`src/rtl/fb_port_arbiter_if.sv`:
```
`default_nettype none
// ============================================================================
// Module   : fb_port_arbiter_if
// Brief    : Scanout, writer and frame-buffer RAM port bundle for fb_port_arbiter.
// Revision : 1.0 - initial release
// ============================================================================
interface fb_port_arbiter_if #(
  parameter int ADDR_W = 19,
  parameter int DATA_W = 8
);
  logic              sc_req;
  logic [ADDR_W-1:0] sc_addr;
  logic              sc_rvalid;
  logic [DATA_W-1:0] sc_rdata;
  logic              wr_valid;
  logic              wr_ready;
  logic [ADDR_W-1:0] wr_addr;
  logic [DATA_W-1:0] wr_data;
  logic              wr_frame_done;
  logic              mem_en;
  logic              mem_we;
  logic [ADDR_W:0]   mem_addr;
  logic [DATA_W-1:0] mem_wdata;
  logic [DATA_W-1:0] mem_rdata;

  modport slave (
    input  sc_req, sc_addr, wr_valid, wr_addr, wr_data, wr_frame_done, mem_rdata,
    output sc_rvalid, sc_rdata, wr_ready, mem_en, mem_we, mem_addr, mem_wdata
  );

  modport master (
    output sc_req, sc_addr, wr_valid, wr_addr, wr_data, wr_frame_done, mem_rdata,
    input  sc_rvalid, sc_rdata, wr_ready, mem_en, mem_we, mem_addr, mem_wdata
  );
endinterface
`default_nettype wire

```
`src/rtl/fb_port_arbiter.sv`:
```
`default_nettype none
// ============================================================================
// Module   : fb_port_arbiter
// Brief    : Double-buffered frame-buffer port arbiter; scanout reads win, writes
//            drain from a FIFO. Optional stall counter via macro FB_STATS_EN.
// Revision : 1.0 - initial release
// ============================================================================
module fb_port_arbiter #(
  parameter int ADDR_W     = 19,
  parameter int DATA_W     = 8,
  parameter int FIFO_DEPTH = 16
) (
  input  wire logic        pclk,
  input  wire logic        rst,
  input  wire logic        vsync,
  fb_port_arbiter_if.slave bus,
  output logic             front_bank,
  output logic             swap_pulse,
  output logic [15:0]      stall_cycles
);

  localparam int                 c_PTR_W = $clog2(FIFO_DEPTH);
  localparam logic [c_PTR_W:0]   c_FULL  = (c_PTR_W+1)'(FIFO_DEPTH);
  localparam logic [0:0]         c_ST_RUN  = 1'b0;
  localparam logic [0:0]         c_ST_PEND = 1'b1;

  logic [ADDR_W-1:0]  r_fifo_addr [FIFO_DEPTH];
  logic [DATA_W-1:0]  r_fifo_data [FIFO_DEPTH];
  logic [c_PTR_W-1:0] r_wptr, r_rptr;
  logic [c_PTR_W:0]   r_count;
  logic               w_full, w_empty, w_push, w_pop, w_wr_ready;

  logic               r_mem_en, r_mem_we, r_sc_rvalid;
  logic [ADDR_W:0]    r_mem_addr;
  logic [DATA_W-1:0]  r_mem_wdata;

  logic [0:0]         r_state, w_state_nxt;
  logic               r_vsync_q, w_vs_start, w_in_run, w_swap_go;
  logic               r_front_bank, r_swap_pulse;

  // ---------------- write FIFO ----------------
  assign w_full     = (r_count == c_FULL);
  assign w_empty    = (r_count == '0);
  assign w_wr_ready = !rst && !w_full && w_in_run;
  assign w_push     = bus.wr_valid && w_wr_ready;
  assign w_pop      = !bus.sc_req && !w_empty;

  always_ff @(posedge pclk) begin
    if (w_push) begin
      r_fifo_addr[r_wptr] <= bus.wr_addr;
      r_fifo_data[r_wptr] <= bus.wr_data;
    end
  end

  always_ff @(posedge pclk) begin
    if (rst) begin
      r_wptr  <= '0;
      r_rptr  <= '0;
      r_count <= '0;
    end else begin
      if (w_push) r_wptr <= r_wptr + 1'b1;
      if (w_pop)  r_rptr <= r_rptr + 1'b1;
      case ({w_push, w_pop})
        2'b10:   r_count <= r_count + 1'b1;
        2'b01:   r_count <= r_count - 1'b1;
        default: r_count <= r_count;
      endcase
    end
  end

  // ---------------- RAM port (one grant per cycle, scanout first) ----------------
  always_ff @(posedge pclk) begin
    if (rst) begin
      r_mem_en    <= 1'b0;
      r_mem_we    <= 1'b0;
      r_mem_addr  <= '0;
      r_mem_wdata <= '0;
      r_sc_rvalid <= 1'b0;
    end else begin
      r_mem_en    <= bus.sc_req || w_pop;
      r_mem_we    <= w_pop;
      r_sc_rvalid <= r_mem_en && !r_mem_we;
      if (bus.sc_req) begin
        r_mem_addr <= {r_front_bank, bus.sc_addr};
      end else if (w_pop) begin
        r_mem_addr  <= {~r_front_bank, r_fifo_addr[r_rptr]};
        r_mem_wdata <= r_fifo_data[r_rptr];
      end
    end
  end

  assign bus.mem_en    = r_mem_en;
  assign bus.mem_we    = r_mem_we;
  assign bus.mem_addr  = r_mem_addr;
  assign bus.mem_wdata = r_mem_wdata;
  assign bus.sc_rvalid = r_sc_rvalid;
  assign bus.sc_rdata  = bus.mem_rdata;
  assign bus.wr_ready  = w_wr_ready;

  // ---------------- swap FSM ----------------
  assign w_vs_start = r_vsync_q && !vsync;

  always_ff @(posedge pclk) begin
    if (rst) begin
      r_state   <= c_ST_RUN;
      r_vsync_q <= 1'b1;
    end else begin
      r_state   <= w_state_nxt;
      r_vsync_q <= vsync;
    end
  end

  always_comb begin
    w_state_nxt = r_state;
    case (r_state)
      c_ST_RUN:  if (bus.wr_frame_done) w_state_nxt = c_ST_PEND;
      c_ST_PEND: if (w_swap_go)         w_state_nxt = c_ST_RUN;
      default:                          w_state_nxt = c_ST_RUN;
    endcase
  end

  always_comb begin
    w_in_run  = (r_state == c_ST_RUN);
    w_swap_go = (r_state == c_ST_PEND) && w_vs_start && w_empty && !w_pop;
  end

  // Reads already latched keep their bank bit; the toggle lands the cycle after.
  always_ff @(posedge pclk) begin
    if (rst) begin
      r_front_bank <= 1'b0;
      r_swap_pulse <= 1'b0;
    end else begin
      r_swap_pulse <= w_swap_go;
      if (w_swap_go) r_front_bank <= ~r_front_bank;
    end
  end

  assign front_bank = r_front_bank;
  assign swap_pulse = r_swap_pulse;

`ifdef FB_STATS_EN
  logic [15:0] r_stall_cnt;

  always_ff @(posedge pclk) begin
    if (rst || r_swap_pulse) begin
      r_stall_cnt <= 16'd0;
    end else if (bus.wr_valid && !w_wr_ready && (r_stall_cnt != 16'hFFFF)) begin
      r_stall_cnt <= r_stall_cnt + 16'd1;
    end
  end

  assign stall_cycles = r_stall_cnt;
`else
  assign stall_cycles = 16'd0;
`endif

endmodule
`default_nettype wire

```
`src/flat_wrapper.sv`:
```
// flat-port wrapper written by rule: the top's interface ports become plain ports
module fb_port_arbiter_flat 
#(
  parameter int ADDR_W     = 19,
  parameter int DATA_W     = 8,
  parameter int FIFO_DEPTH = 16
)
  (pclk, rst, vsync, front_bank, swap_pulse, stall_cycles, bus_sc_req, bus_sc_addr, bus_wr_valid, bus_wr_addr, bus_wr_data, bus_wr_frame_done, bus_mem_rdata, bus_sc_rvalid, bus_sc_rdata, bus_wr_ready, bus_mem_en, bus_mem_we, bus_mem_addr, bus_mem_wdata);
  fb_port_arbiter_if #(.ADDR_W(ADDR_W), .DATA_W(DATA_W)) bus_i ();
  input  wire logic pclk;
  input  wire logic rst;
  input  wire logic vsync;
  output logic front_bank;
  output logic swap_pulse;
  output logic [15:0] stall_cycles;
  input wire logic [$bits(bus_i.sc_req)-1:0] bus_sc_req;
  input wire logic [$bits(bus_i.sc_addr)-1:0] bus_sc_addr;
  input wire logic [$bits(bus_i.wr_valid)-1:0] bus_wr_valid;
  input wire logic [$bits(bus_i.wr_addr)-1:0] bus_wr_addr;
  input wire logic [$bits(bus_i.wr_data)-1:0] bus_wr_data;
  input wire logic [$bits(bus_i.wr_frame_done)-1:0] bus_wr_frame_done;
  input wire logic [$bits(bus_i.mem_rdata)-1:0] bus_mem_rdata;
  output wire logic [$bits(bus_i.sc_rvalid)-1:0] bus_sc_rvalid;
  output wire logic [$bits(bus_i.sc_rdata)-1:0] bus_sc_rdata;
  output wire logic [$bits(bus_i.wr_ready)-1:0] bus_wr_ready;
  output wire logic [$bits(bus_i.mem_en)-1:0] bus_mem_en;
  output wire logic [$bits(bus_i.mem_we)-1:0] bus_mem_we;
  output wire logic [$bits(bus_i.mem_addr)-1:0] bus_mem_addr;
  output wire logic [$bits(bus_i.mem_wdata)-1:0] bus_mem_wdata;
  assign bus_i.sc_req = bus_sc_req;
  assign bus_i.sc_addr = bus_sc_addr;
  assign bus_i.wr_valid = bus_wr_valid;
  assign bus_i.wr_addr = bus_wr_addr;
  assign bus_i.wr_data = bus_wr_data;
  assign bus_i.wr_frame_done = bus_wr_frame_done;
  assign bus_i.mem_rdata = bus_mem_rdata;
  assign bus_sc_rvalid = bus_i.sc_rvalid;
  assign bus_sc_rdata = bus_i.sc_rdata;
  assign bus_wr_ready = bus_i.wr_ready;
  assign bus_mem_en = bus_i.mem_en;
  assign bus_mem_we = bus_i.mem_we;
  assign bus_mem_addr = bus_i.mem_addr;
  assign bus_mem_wdata = bus_i.mem_wdata;
  fb_port_arbiter #(.ADDR_W(ADDR_W), .DATA_W(DATA_W), .FIFO_DEPTH(FIFO_DEPTH)) u_core (.pclk(pclk), .rst(rst), .vsync(vsync), .bus(bus_i), .front_bank(front_bank), .swap_pulse(swap_pulse), .stall_cycles(stall_cycles));
endmodule
```
`config.mk`:
```
export PLATFORM = sky130hd
export DESIGN_NAME = fb_port_arbiter_flat
export DESIGN_NICKNAME = d
export VERILOG_FILES = /design/src/rtl/fb_port_arbiter_if.sv /design/src/rtl/fb_port_arbiter.sv /design/src/flat_wrapper.sv
export SDC_FILE = /design/constraint.sdc
export NUM_CORES = 1
export LEC_CHECK = 0
export ABC_AREA = 1
export CORE_MARGIN = 2
export CORE_UTILIZATION = 34
export DETAILED_ROUTE_END_ITERATION = 10
export PLACE_DENSITY_LB_ADDON = 0.1
export SLEW_MARGIN = 40
export SYNTH_ARGS = -nofsm -noshare
export SYNTH_HDL_FRONTEND = slang
export SYNTH_SLANG_ARGS = --single-unit
```
`constraint.sdc`:
```
create_clock -name pclk -period 5.98 [get_ports pclk]
set_input_delay 0.897 -clock pclk [delete_from_list [all_inputs] [get_ports pclk]]
set_output_delay 0.897 -clock pclk [all_outputs]
set_load 0.02 [all_outputs]
```
==> results.md <==
* Outcome: complete, no violations
* RSZ-0062 raised after global routing: no
* Die area at 63100 µm²
* Hold buffer count at CTS at 0
* CTS tree: done
* Vias in the first global route at 13.5k
* Clk sinks at 484
* Synthesized area per cell at 10.1 µm²
* Drt total wl at 56.2 mm
* Maximum clock rate at 292 MHz
* Hold Startpoint: u_core.bus.mem_we$_SDFF_PP0_
* Post-CTS setup buffers at 0
* Reg-to-reg endpoint: u_core.r_count[4]$_SDFFE_PP0P_
* Worst reg2reg path depth at 16
* Most area-hungry cell type in the Yosys netlist: edfxtp_1
* TNS Setup at 0 ns
* Minimum setup slack among reg-to-reg paths at 3.17 ns
* CP arrival at 2.53 ns
* Most frequent cells after synthesis: nand2_1, edfxtp_1, nand3_1
* Top-count cell post-synth: nand2_1
* Grt total ovfl at 0
* Vias at 13.9k
* Clk buf depth at 3
* # IOs at 118
* Avg WL per Cell at 19.1 µm
* CP endpoint kind: primary output
* Gp weighted congestion at 0.794
* Total Power at 9780 µW
* Hold path cells at 1
* Post-Syn Instances at 2049
* Rows at 90
* Clk Latency, worst-skew pair at 0.60 ns
* Drt drc at 0
* Global-route wire length before repair at 84.6 mm
* Slew margin rel. at 0.421
* Worst-Margin Slew at 0.866 ns
* Die X at 251 µm
* DRT antenna net count at 0
* Max-slew violation count at 0
* Setup Viol. Count Final at 0
* DP HPWL at 33.0 mm
* Cts repair resizes at 0
* H-tree depth at 2
* Async SR Flop Fraction at 0
* Crit-path cells: clkdlybuf4s50_1 > buf_4 > nor2_1 > o21ai_1 > inv_1 > clkdlybuf4s50_1
* CP dominant cell by count: clkdlybuf4s50_1
* Setup crit start kind: input pin
* Minimum period implied by the final worst setup slack at 3.42 ns
* Maximum number of pins on one net before global-route repair at 78
* Max_cap viols at 0
* Crit path largest cell delay at 0.66 ns
* Worst EP required at 5.08 ns
* Layout Nets at 2193
* Sequential area share after synthesis at 0.674
* Initial DRC count at 894
* Antenna diodes at 0
* Worst flop-to-flop path startpoint: u_core.r_count[0]$_SDFFE_PP0P_
* Fraction of layout cells with a size suffix above 1 at 0.0696
* TritonCTS Buffers at 54
* Slowest cell on crit path: clkdlybuf4s50_1
* Clock skew at 0.0196 ns
* Yosys reg bits at 484
* Leakage at 0.0100 µW
* Worst-path fanout max at 22
* Initial antenna violation count at 0
* Min-Delay Endpoint: u_core.bus.sc_rvalid$_SDFF_PP0_
* P&R area growth vs syn at 17.2%
* Die height at 251 µm
* Post-Syn Area at 20800 µm²
* Netlist cell types at 30
* Final hold vios at 0
* EDFF count, synth at 432
* Worst setup margin at 2.56 ns
* Post-synth top area share at 0.624
* Clock-pin slew on the worst setup and hold paths at 0.06 ns
* Core Region at 60400 µm²
* First drt pass iteration count at 7
* Power Density at 401 nW/µm²
* Starting Density at 0.344
* Period utilisation layout at 0.573
* Port Buf Inserts at 85
* CP Class: input pin to primary output
* VDD IR max at 0.238 mV
* Hold Path Class: register to register
* Via density at 4.71
* Final core occ at 0.404
* Global Route Usage Sum at 0.179
* Top_reg_cell synth: edfxtp_1
* Ys Warns at 0
* Synth area leaders: edfxtp_1, nand2_1, nand3_1, inv_1, dfxtp_1
* Root buffer cell: clkbuf_16
* Pre-CTS setup slack at 2.05 ns
layer usage:
| layer | share of wire | GRT usage | vias up |
|---|---|---|---|
| li1 | - | - | 6771 |
| met1 | 0.48 | 0.254 | 6700 |
| met2 | 0.45 | 0.281 | 347 |
| met3 | 0.056 | 0.0373 | 69 |
| met4 | 0.018 | 0.0423 | 0 |
| met5 | 0 | 0 | - |
where the power goes:
group / switching (µW) / total (µW) / internal, µW
logic: 1660 / 2380 / 712
clock network: 1330 / 3490 / 2160
registers: 105 / 3910 / 3810
worst max-delay path: cells and delay by family:
family | cells | cell delay, ns
buffers and inverters | 4 | 1.43
and+or+nand+nor | 1 | 0.12
AOI/OAI and AO/OA | 1 | 0.08
metrics by stage:
| stage | instance area (µm²) | hold slack (ns) | cells |
|---|---|---|---|
| floorplan | 20800 | 0.460 | 2064 |
| CTS | 24300 | 0.460 | 2950 |
| detailed placement | 22500 | 0.436 | 2850 |
| finish | 24400 | 0.460 | 2950 |
| global placement | 22300 | 0.442 | 2843 |
| global route | 24400 | 0.470 | 2950 |
state kept, by name (all words and copies together), names as in the netlist, named ones only:
name / cells
u_core.bus.mem_addr: 20
u_core.bus.mem_en: 1
u_core.bus.mem_wdata: 8
u_core.bus.mem_we: 1
u_core.bus.sc_rvalid: 1
u_core.front_bank: 1
u_core.r_count: 5
u_core.r_fifo_addr: 304
u_core.r_fifo_data: 128
u_core.r_rptr: 4
u_core.r_state: 1
u_core.r_vsync_q: 1
u_core.r_wptr: 4
u_core.swap_pulse: 1
cells by family after synthesis:
group | Yosys count | share of synthesized area
AND/OR/NAND/NOR | 1069 | 0.213
flip-flops | 484 | 0.674
buffers and inverters | 419 | 0.0891
AO/OA/AOI/OAI | 61 | 0.0150
adder cells (fa/ha/maj) | 9 | 0.00542
XOR/XNOR | 6 | 0.00253
other | 1 | 0.000180
placed cells by master (no fill, tap or decap), types with 5 or more instances in the layout:
cell type,n
nor3_2,8
nand2_1,710
ha_1,9
clkbuf_16,57
buf_4,34
clkbuf_1,10
inv_1,287
clkinv_1,14
conb_1,16
nor2_1,28
o21ai_0,22
bufinv_16,8
clkdlybuf4s50_1,84
a21oi_1,32
clkinv_2,5
nand3_1,309
clkbuf_8,7
edfxtp_1,432
dfxtp_1,48
xor2_1,5
area by class of cell:
cell class | count | area [µm²]
Fill cell | 5927 | 36000
Sequential cell | 484 | 14000
Multi-Input combinational cell | 1161 | 5080
Clock buffer | 74 | 1560
Timing Repair Buffer | 128 | 1280
Inverter | 295 | 1110
Tap cell | 782 | 978
Clock inverter | 26 | 323
how the worst max path moves through the flow:
stage,start,to,depth (start not counted)
2_1_floorplan,rst,u_core.r_fifo_addr[10][0]$_DFFE_PP_,6
3_3_place_gp,rst,u_core.r_fifo_addr[15][12]$_DFFE_PP_,9
3_5_place_dp,rst,u_core.r_fifo_addr[6][1]$_DFFE_PP_,8
4_1_cts,rst,bus_wr_ready,6
5_1_grt,rst,bus_wr_ready,6
6_report,rst,bus_wr_ready,6
(Power assumes the default switching activity.)
